<file path="src/rtl/instruction_fetch_unit_if.sv">
// Fetch-stage bus: instruction memory port, decoder-facing instruction fields and
// the stall/branch feedback coming back from downstream.
interface instruction_fetch_unit_if #(
    parameter int PC_WIDTH = 8
);
    logic                stall;
    logic                branch_taken;
    logic [8:0]          branch_offset;
    logic [PC_WIDTH-1:0] imem_addr;
    logic [15:0]         imem_rdata;
    logic                instr_valid;
    logic [PC_WIDTH-1:0] instr_pc;
    logic [15:0]         instr;
    logic [3:0]          opcode;
    logic [6:0]          immediate;
    logic [5:0]          nzimm;
    logic [8:0]          offset;
    logic                halted;
    logic [15:0]         instr_count;
    logic [1:0]          dbg_state;

    // Handshake: instr_valid marks IR as meaningful; the instruction is consumed on a
    // rising edge where instr_valid=1 and stall=0 (or branch_taken=1, which overrides
    // stall). While stall=1 every instruction output holds its value.
    modport master (
        input  stall, branch_taken, branch_offset, imem_rdata,
        output imem_addr, instr_valid, instr_pc, instr, opcode, immediate, nzimm,
               offset, halted, instr_count, dbg_state
    );

    modport slave (
        output stall, branch_taken, branch_offset, imem_rdata,
        input  imem_addr, instr_valid, instr_pc, instr, opcode, immediate, nzimm,
               offset, halted, instr_count, dbg_state
    );
endinterface

</file>
<file path="src/rtl/instruction_fetch_unit.sv">
// Fetch stage: owns the PC, drives a synchronous-read instruction memory and holds
// the instruction register presented to the decoder, with stall, redirect and halt.
module instruction_fetch_unit #(
    parameter int                  PC_WIDTH    = 8,
    parameter logic [PC_WIDTH-1:0] RESET_PC    = '0,
    parameter logic [3:0]          HALT_OPCODE = 4'b1111
) (
    input  logic                      clk,
    input  logic                      reset,
    instruction_fetch_unit_if.master  bus
);
    typedef enum logic [1:0] {
        S_FILL = 2'd0,
        S_RUN  = 2'd1,
        S_HALT = 2'd2
    } state_e;

    state_e              state_q;
    logic [PC_WIDTH-1:0] fetch_pc_q;
    logic [PC_WIDTH-1:0] req_pc_q;
    logic                req_valid_q;
    logic [15:0]         ir_q;
    logic [PC_WIDTH-1:0] instr_pc_q;
    logic                instr_valid_q;
    logic [15:0]         count_q;

    logic [PC_WIDTH-1:0] off_ext;
    logic [PC_WIDTH-1:0] target;
    logic                halt_go;
    logic                redirect;
    logic                advance;

    assign off_ext = PC_WIDTH'($signed(bus.branch_offset));
    assign target  = instr_pc_q + PC_WIDTH'(1) + off_ext;

    // A halt in IR wins over a branch on the same instruction: nothing past it is fetched.
    assign halt_go  = (state_q == S_RUN) && instr_valid_q && (ir_q[15:12] == HALT_OPCODE)
                      && !bus.stall;
    assign redirect = (state_q == S_RUN) && instr_valid_q && bus.branch_taken && !halt_go;
    assign advance  = (state_q == S_RUN) && !redirect && !halt_go && !bus.stall;

    always_comb begin
        bus.imem_addr = fetch_pc_q;
        if (reset) begin
            bus.imem_addr = RESET_PC;
        end else if (redirect) begin
            bus.imem_addr = target;
        end else if ((state_q == S_RUN) && bus.stall && req_valid_q) begin
            // Re-request so the data arriving next cycle is still the pending word.
            bus.imem_addr = req_pc_q;
        end
    end

    always_ff @(posedge clk) begin
        if (reset) begin
            state_q       <= S_FILL;
            fetch_pc_q    <= RESET_PC;
            req_pc_q      <= RESET_PC;
            req_valid_q   <= 1'b0;
            ir_q          <= 16'h0000;
            instr_pc_q    <= '0;
            instr_valid_q <= 1'b0;
            count_q       <= 16'h0000;
        end else begin
            case (state_q)
                S_FILL: begin
                    fetch_pc_q  <= RESET_PC + PC_WIDTH'(1);
                    req_pc_q    <= RESET_PC;
                    req_valid_q <= 1'b1;
                    state_q     <= S_RUN;
                end
                S_RUN: begin
                    if (halt_go) begin
                        instr_valid_q <= 1'b0;
                        state_q       <= S_HALT;
                    end else if (redirect) begin
                        req_pc_q      <= target;
                        req_valid_q   <= 1'b1;
                        fetch_pc_q    <= target + PC_WIDTH'(1);
                        instr_valid_q <= 1'b0;
                    end else if (advance) begin
                        ir_q          <= bus.imem_rdata;
                        instr_pc_q    <= req_pc_q;
                        instr_valid_q <= req_valid_q;
                        req_pc_q      <= fetch_pc_q;
                        fetch_pc_q    <= fetch_pc_q + PC_WIDTH'(1);
                        if (req_valid_q && (count_q != 16'hFFFF)) begin
                            count_q <= count_q + 16'd1;
                        end
                    end
                end
                S_HALT: begin
                    state_q <= S_HALT;
                end
                default: begin
                    state_q <= S_FILL;
                end
            endcase
        end
    end

    assign bus.instr_valid = instr_valid_q;
    assign bus.instr_pc    = instr_pc_q;
    assign bus.instr       = ir_q;
    assign bus.opcode      = ir_q[15:12];
    assign bus.immediate   = ir_q[6:0];
    assign bus.nzimm       = ir_q[5:0];
    assign bus.offset      = ir_q[8:0];
    assign bus.halted      = (state_q == S_HALT);
    assign bus.instr_count = count_q;
    assign bus.dbg_state   = state_q;
endmodule

</file>
<file path="src/flat_wrapper.sv">
// flat-port wrapper written by rule: the top's interface ports become plain ports
module instruction_fetch_unit_flat 
#(
    parameter int                  PC_WIDTH    = 8,
    parameter logic [PC_WIDTH-1:0] RESET_PC    = '0,
    parameter logic [3:0]          HALT_OPCODE = 4'b1111
)
  (clk, reset, bus_stall, bus_branch_taken, bus_branch_offset, bus_imem_rdata, bus_imem_addr, bus_instr_valid, bus_instr_pc, bus_instr, bus_opcode, bus_immediate, bus_nzimm, bus_offset, bus_halted, bus_instr_count, bus_dbg_state);
  instruction_fetch_unit_if #(.PC_WIDTH(PC_WIDTH)) bus_i ();
  input  logic clk;
  input  logic reset;
  input wire logic [$bits(bus_i.stall)-1:0] bus_stall;
  input wire logic [$bits(bus_i.branch_taken)-1:0] bus_branch_taken;
  input wire logic [$bits(bus_i.branch_offset)-1:0] bus_branch_offset;
  input wire logic [$bits(bus_i.imem_rdata)-1:0] bus_imem_rdata;
  output wire logic [$bits(bus_i.imem_addr)-1:0] bus_imem_addr;
  output wire logic [$bits(bus_i.instr_valid)-1:0] bus_instr_valid;
  output wire logic [$bits(bus_i.instr_pc)-1:0] bus_instr_pc;
  output wire logic [$bits(bus_i.instr)-1:0] bus_instr;
  output wire logic [$bits(bus_i.opcode)-1:0] bus_opcode;
  output wire logic [$bits(bus_i.immediate)-1:0] bus_immediate;
  output wire logic [$bits(bus_i.nzimm)-1:0] bus_nzimm;
  output wire logic [$bits(bus_i.offset)-1:0] bus_offset;
  output wire logic [$bits(bus_i.halted)-1:0] bus_halted;
  output wire logic [$bits(bus_i.instr_count)-1:0] bus_instr_count;
  output wire logic [$bits(bus_i.dbg_state)-1:0] bus_dbg_state;
  assign bus_i.stall = bus_stall;
  assign bus_i.branch_taken = bus_branch_taken;
  assign bus_i.branch_offset = bus_branch_offset;
  assign bus_i.imem_rdata = bus_imem_rdata;
  assign bus_imem_addr = bus_i.imem_addr;
  assign bus_instr_valid = bus_i.instr_valid;
  assign bus_instr_pc = bus_i.instr_pc;
  assign bus_instr = bus_i.instr;
  assign bus_opcode = bus_i.opcode;
  assign bus_immediate = bus_i.immediate;
  assign bus_nzimm = bus_i.nzimm;
  assign bus_offset = bus_i.offset;
  assign bus_halted = bus_i.halted;
  assign bus_instr_count = bus_i.instr_count;
  assign bus_dbg_state = bus_i.dbg_state;
  instruction_fetch_unit #(.PC_WIDTH(PC_WIDTH), .RESET_PC(RESET_PC), .HALT_OPCODE(HALT_OPCODE)) u_core (.clk(clk), .reset(reset), .bus(bus_i));
endmodule
</file>
<file path="config.mk">
export PLATFORM = sky130hd
export DESIGN_NAME = instruction_fetch_unit_flat
export DESIGN_NICKNAME = d
export VERILOG_FILES = /design/src/rtl/instruction_fetch_unit_if.sv /design/src/rtl/instruction_fetch_unit.sv /design/src/flat_wrapper.sv
export SDC_FILE = /design/constraint.sdc
export NUM_CORES = 1
export LEC_CHECK = 0
export BUFFER_PORTS_ARGS = -buffer_cell sky130_fd_sc_hd__buf_2
export CAP_MARGIN = 0
export CORE_MARGIN = 2
export CORE_UTILIZATION = 51
export DETAILED_ROUTE_END_ITERATION = 6
export GPL_TIMING_DRIVEN = 1
export PLACE_DENSITY = 0.8
export SYNTH_ARGS = -nofsm -noshare
export SYNTH_HDL_FRONTEND = slang
export SYNTH_SLANG_ARGS = --single-unit
</file>
<file path="constraint.sdc">
create_clock -name clk -period 2.7 [get_ports clk]
set_input_delay 0.135 -clock clk [delete_from_list [all_inputs] [get_ports clk]]
set_output_delay 0.135 -clock clk [all_outputs]
set_load 0.01 [all_outputs]
</file>
==> flow_metrics.py <==
metrics = {
    "worst_setup_path": {
        "cp_data_required_time_ps": 2950,
        "start_kind": "flip-flop",
        "path_max_fanout": 3,
        "r2r_cells": 10,
        "crit_family": "simple AND/OR/NAND/NOR gates",
        "endpoint_kind": "flip-flop",
        "worstSetupPathType": "reg2reg",
        "critPathBufInv": 1,
        "crit_path_max_incr_delay_ps": 520,
        "crit_chain": "inv_1 -> ha_1 -> fa_2 -> nand2b_4 -> a21oi_2 -> xor2_1 -> a31o_2 -> nand3b_2 -> or4b_1 -> nand3_1",
        "r2r_slack_ps": 130,
        "slowest_stage": "or4b_1",
        "r2r_end": "u_core.fetch_pc_q[7]$_SDFFE_PP0P_",
        "r2r_start": "u_core.bus.instr_pc[0]$_SDFFE_PP0P_",
        "worstPathArrival_ps": 2820,
    },
    "power": {
        "p_comb_frac": 0.278,
        "swShare": 0.326,
        "p_clk_frac": 0.309,
        "seqPwrFrac": 0.413,
        "max-vdd-ir-drop_v": 0.000409,
        "p_switching_uw": 802,
        "p_leak_uw": 0.00187,
        "p_int_uw": 1660,
        "cellPowerDensity_nw_per_um2": 616,
    },
    "drt": {
        "drt_iter0_markers": 213,
        "drt.antenna.violating_nets": 0,
        "wire_per_inst_um": 13.0,
        "drt-met1-wl_um": 3350,
        "highest_layer": "met4",
        "wl_met3_um": 558,
        "met2_length_um": 3430,
        "wirelength_um": 7420,
        "vias_per_cell": 5.32,
        "vias": 3039,
        "drtPass1Iterations": 4,
        "drc_errors": 0,
    },
    "logic_synthesis": {
        "synth.avg_cell_area_um2": 8.24,
        "synth_area_leader_cell": "dfxtp_1",
        "ys_warn_count": 0,
        "yosys-top-cells-area": "dfxtp_1 (35%), nand2_1 (7.9%), a21oi_1 (6.1%)",
        "synth_seq_area_share": 0.355,
        "synth_top_family_by_area": "simple AND/OR/NAND/NOR gates",
        "synthMuxAreaShare": 0.0377,
        "syn_inst": 411,
        "ys_types": 59,
        "netlist_area_um2": 3390,
        "synth_seq_cells": 60,
        "syn_nets": 453,
        "async_flop_share": 0,
        "synth_ff_type": "dfxtp_1",
        "synth_adder_area_share": 0.0503,
        "yosysTopAreaCellShare": 0.355,
        "yosys.area_share.simple": 0.234,
        "synth_edf_count": 0,
        "synth_xor_area_frac": 0.0595,
        "synth_compound_area_frac": 0.170,
    },
    "global_routing": {
        "grt_pass1_wl_um": 12100,
        "grt_pass1_vias": 2636,
        "grtUsageTotal": 0.203,
        "overflow": 0,
        "grt_antenna_before_repair": 0,
        "grt_max_degree": 48,
    },
    "floorplan": {
        "row_count": 29,
        "dieArea_um2": 7310,
        "initial_core_util": 0.530,
        "coreArea_um2": 6390,
        "die_y_um": 85.5,
        "die_x_um": 85.5,
        "io_pins": 107,
    },
    "place": {
        "port_buffers": 105,
        "dp.cells": 554,
        "post-dp-hpwl_um": 5380,
        "place.gp.congestion": 0.865,
    },
    "sta": {
        "tightestPinTransition_ps": 887,
        "maxSlewViolCount": 0,
        "finalSetupViolations": 0,
        "fin_crit_sh": 0.952,
        "slew_headroom": 0.409,
        "fmax_mhz": 389,
        "timing.setup.tns_ps": 0,
        "min_period_ps": 2570,
        "finalHoldViolations": 0,
        "skew_ps": 14.4,
    },
    "clocking": {
        "ctsHoldBuffers": 0,
        "root_buffer": "clkbuf_8",
        "cts_max_level": 3,
        "cts_inserted_buffers": 9,
        "insertion_delay_ps": 330,
        "clk_path_buf_depth": 2,
        "cts_tree": "done",
        "cts.sinks": 60,
        "clkTransAtPathRegs_ps": 70,
    },
    "final_layout": {
        "final_cell_mix": "buf_2 (105), nand2_1 (71), dfxtp_1 (60)",
        "drive_gt1_frac": 0.304,
        "diodes": 0,
        "final_common_cell": "buf_2",
        "fillCellCount": 566,
        "post_layout_nonfiller_instances": 571,
        "nets": 532,
        "area_delta_synth_final_pct": 18.1,
    },
    "hold_path": {
        "worstHoldPathCells": 3,
        "hold_path_class": "in2reg",
        "hp-start": "bus_imem_rdata[1]",
        "whs_endpoint": "u_core.bus.instr[1]$_SDFFE_PP0P_",
    },
    "outcome": {
        "status": "finished, final reports clean",
    },
    "job": {
        "maxCapViolCount": 0,
    },
}
[state kept, by name, summed over array words and instances (netlist names)]
| name | count |
|---|---|
| u_core.req_valid_q | 1 |
| u_core.bus.dbg_state | 2 |
| u_core.bus.instr | 16 |
| u_core.bus.instr_valid | 1 |
| u_core.bus.instr_count | 16 |
| u_core.bus.instr_pc | 8 |
| u_core.fetch_pc_q | 8 |
| u_core.req_pc_q | 8 |
[power groups by stage]
stage / logic (µW) / registers, µW / clock network, µW
final: 685 / 1020 / 762
after global routing: 769 / 1030 / 825
after CTS: 684 / 1020 / 781
after detailed placement: 682 / 1040 / 0
after global placement: 673 / 1030 / 0
after floorplan: 488 / 1050 / 0
[synth_stat cells, drive strengths merged, types with 5 or more instances]
cell	instances
nor2	42
inv	8
a211oi	5
nand2b	5
xnor2	10
clkbuf	16
ha	12
a21oi	41
dfxtp	60
nand2	71
buf	31
xor2	13
nand3	18
a22oi	6
mux2i	9
[metal layers]
metal,vias to the layer above,GRT usage
li1,1539,-
met1,1374,0.263
met2,117,0.323
met3,9,0.0477
met4,0,0.0880
met5,-,0
[repair_timing]
action / in CTS / in global routing
endpoints found under the setup margin: 0 / 3
resized for setup: 0 / 5
buffers inserted: 0 / 2
[through the flow]
| stage | hold WS, ps | power, µW | cell area [µm²] | setup WS, ps | util |
|---|---|---|---|---|---|
| floorplan | 271 | 1540 | 3390 | 234 | - |
| global placement | 376 | 1710 | 3780 | 177 | 0.592 |
| detailed placement | 381 | 1720 | 3780 | 93.8 | 0.592 |
| CTS | 28.6 | 2480 | 3960 | 67.9 | 0.620 |
| global route | 38.6 | 2620 | 4000 | -38.9 | 0.626 |
| finish | 41.5 | 2460 | 4000 | 131 | 0.626 |
[final cells by class]
cell class | instances | area (µm²) | area share
clock buffer | 13 | 149 | 0.0372
timing repair buffer | 115 | 601 | 0.150
clock inverter | 2 | 35.0 | 0.00876
sequential | 60 | 1200 | 0.300
tap | 77 | 96.3 | 0.0241
multi-input combinational | 296 | 1890 | 0.472
inverter | 8 | 30.0 | 0.00751
[how the worst max path moves through the flow]
| stage | start | end | slack, ps | depth (start not counted) |
|---|---|---|---|---|
| floorplan | u_core.bus.instr_pc[0]$_SDFFE_PP0P_ | u_core.fetch_pc_q[7]$_SDFFE_PP0P_ | 230 | 10 |
| global placement | u_core.bus.instr_pc[0]$_SDFFE_PP0P_ | u_core.fetch_pc_q[7]$_SDFFE_PP0P_ | 180 | 10 |
| global route | u_core.bus.instr_pc[0]$_SDFFE_PP0P_ | u_core.fetch_pc_q[7]$_SDFFE_PP0P_ | -40 | 10 |
| CTS | u_core.bus.instr_pc[0]$_SDFFE_PP0P_ | u_core.fetch_pc_q[7]$_SDFFE_PP0P_ | 70 | 10 |
| finish | u_core.bus.instr_pc[0]$_SDFFE_PP0P_ | u_core.fetch_pc_q[7]$_SDFFE_PP0P_ | 130 | 10 |
| detailed placement | u_core.bus.instr_pc[0]$_SDFFE_PP0P_ | u_core.fetch_pc_q[7]$_SDFFE_PP0P_ | 90 | 10 |
[cell families (layout without fill, tap and decap cells)]
family | count (synthesis) | in the layout
XOR/XNOR | 23 | 23
multiplexers | 12 | 12
buffers and inverters | 55 | 138
adder cells (fa/ha/maj) | 13 | 13
flip-flops | 60 | 60
AO/OA/AOI/OAI | 81 | 81
AND/OR/NAND/NOR | 167 | 167
[worst register-to-register path, delay by kind of cell, from the launching register on]
family	cells	cell delay, ps
xor gates and xnor gates	1	300
DFF	1	340
AOI/OAI and AO/OA	2	360
adders and majority gates	2	580
and+or+nand+nor	4	890
buffers and inverters	1	50
(Power assumes the default switching activity.)
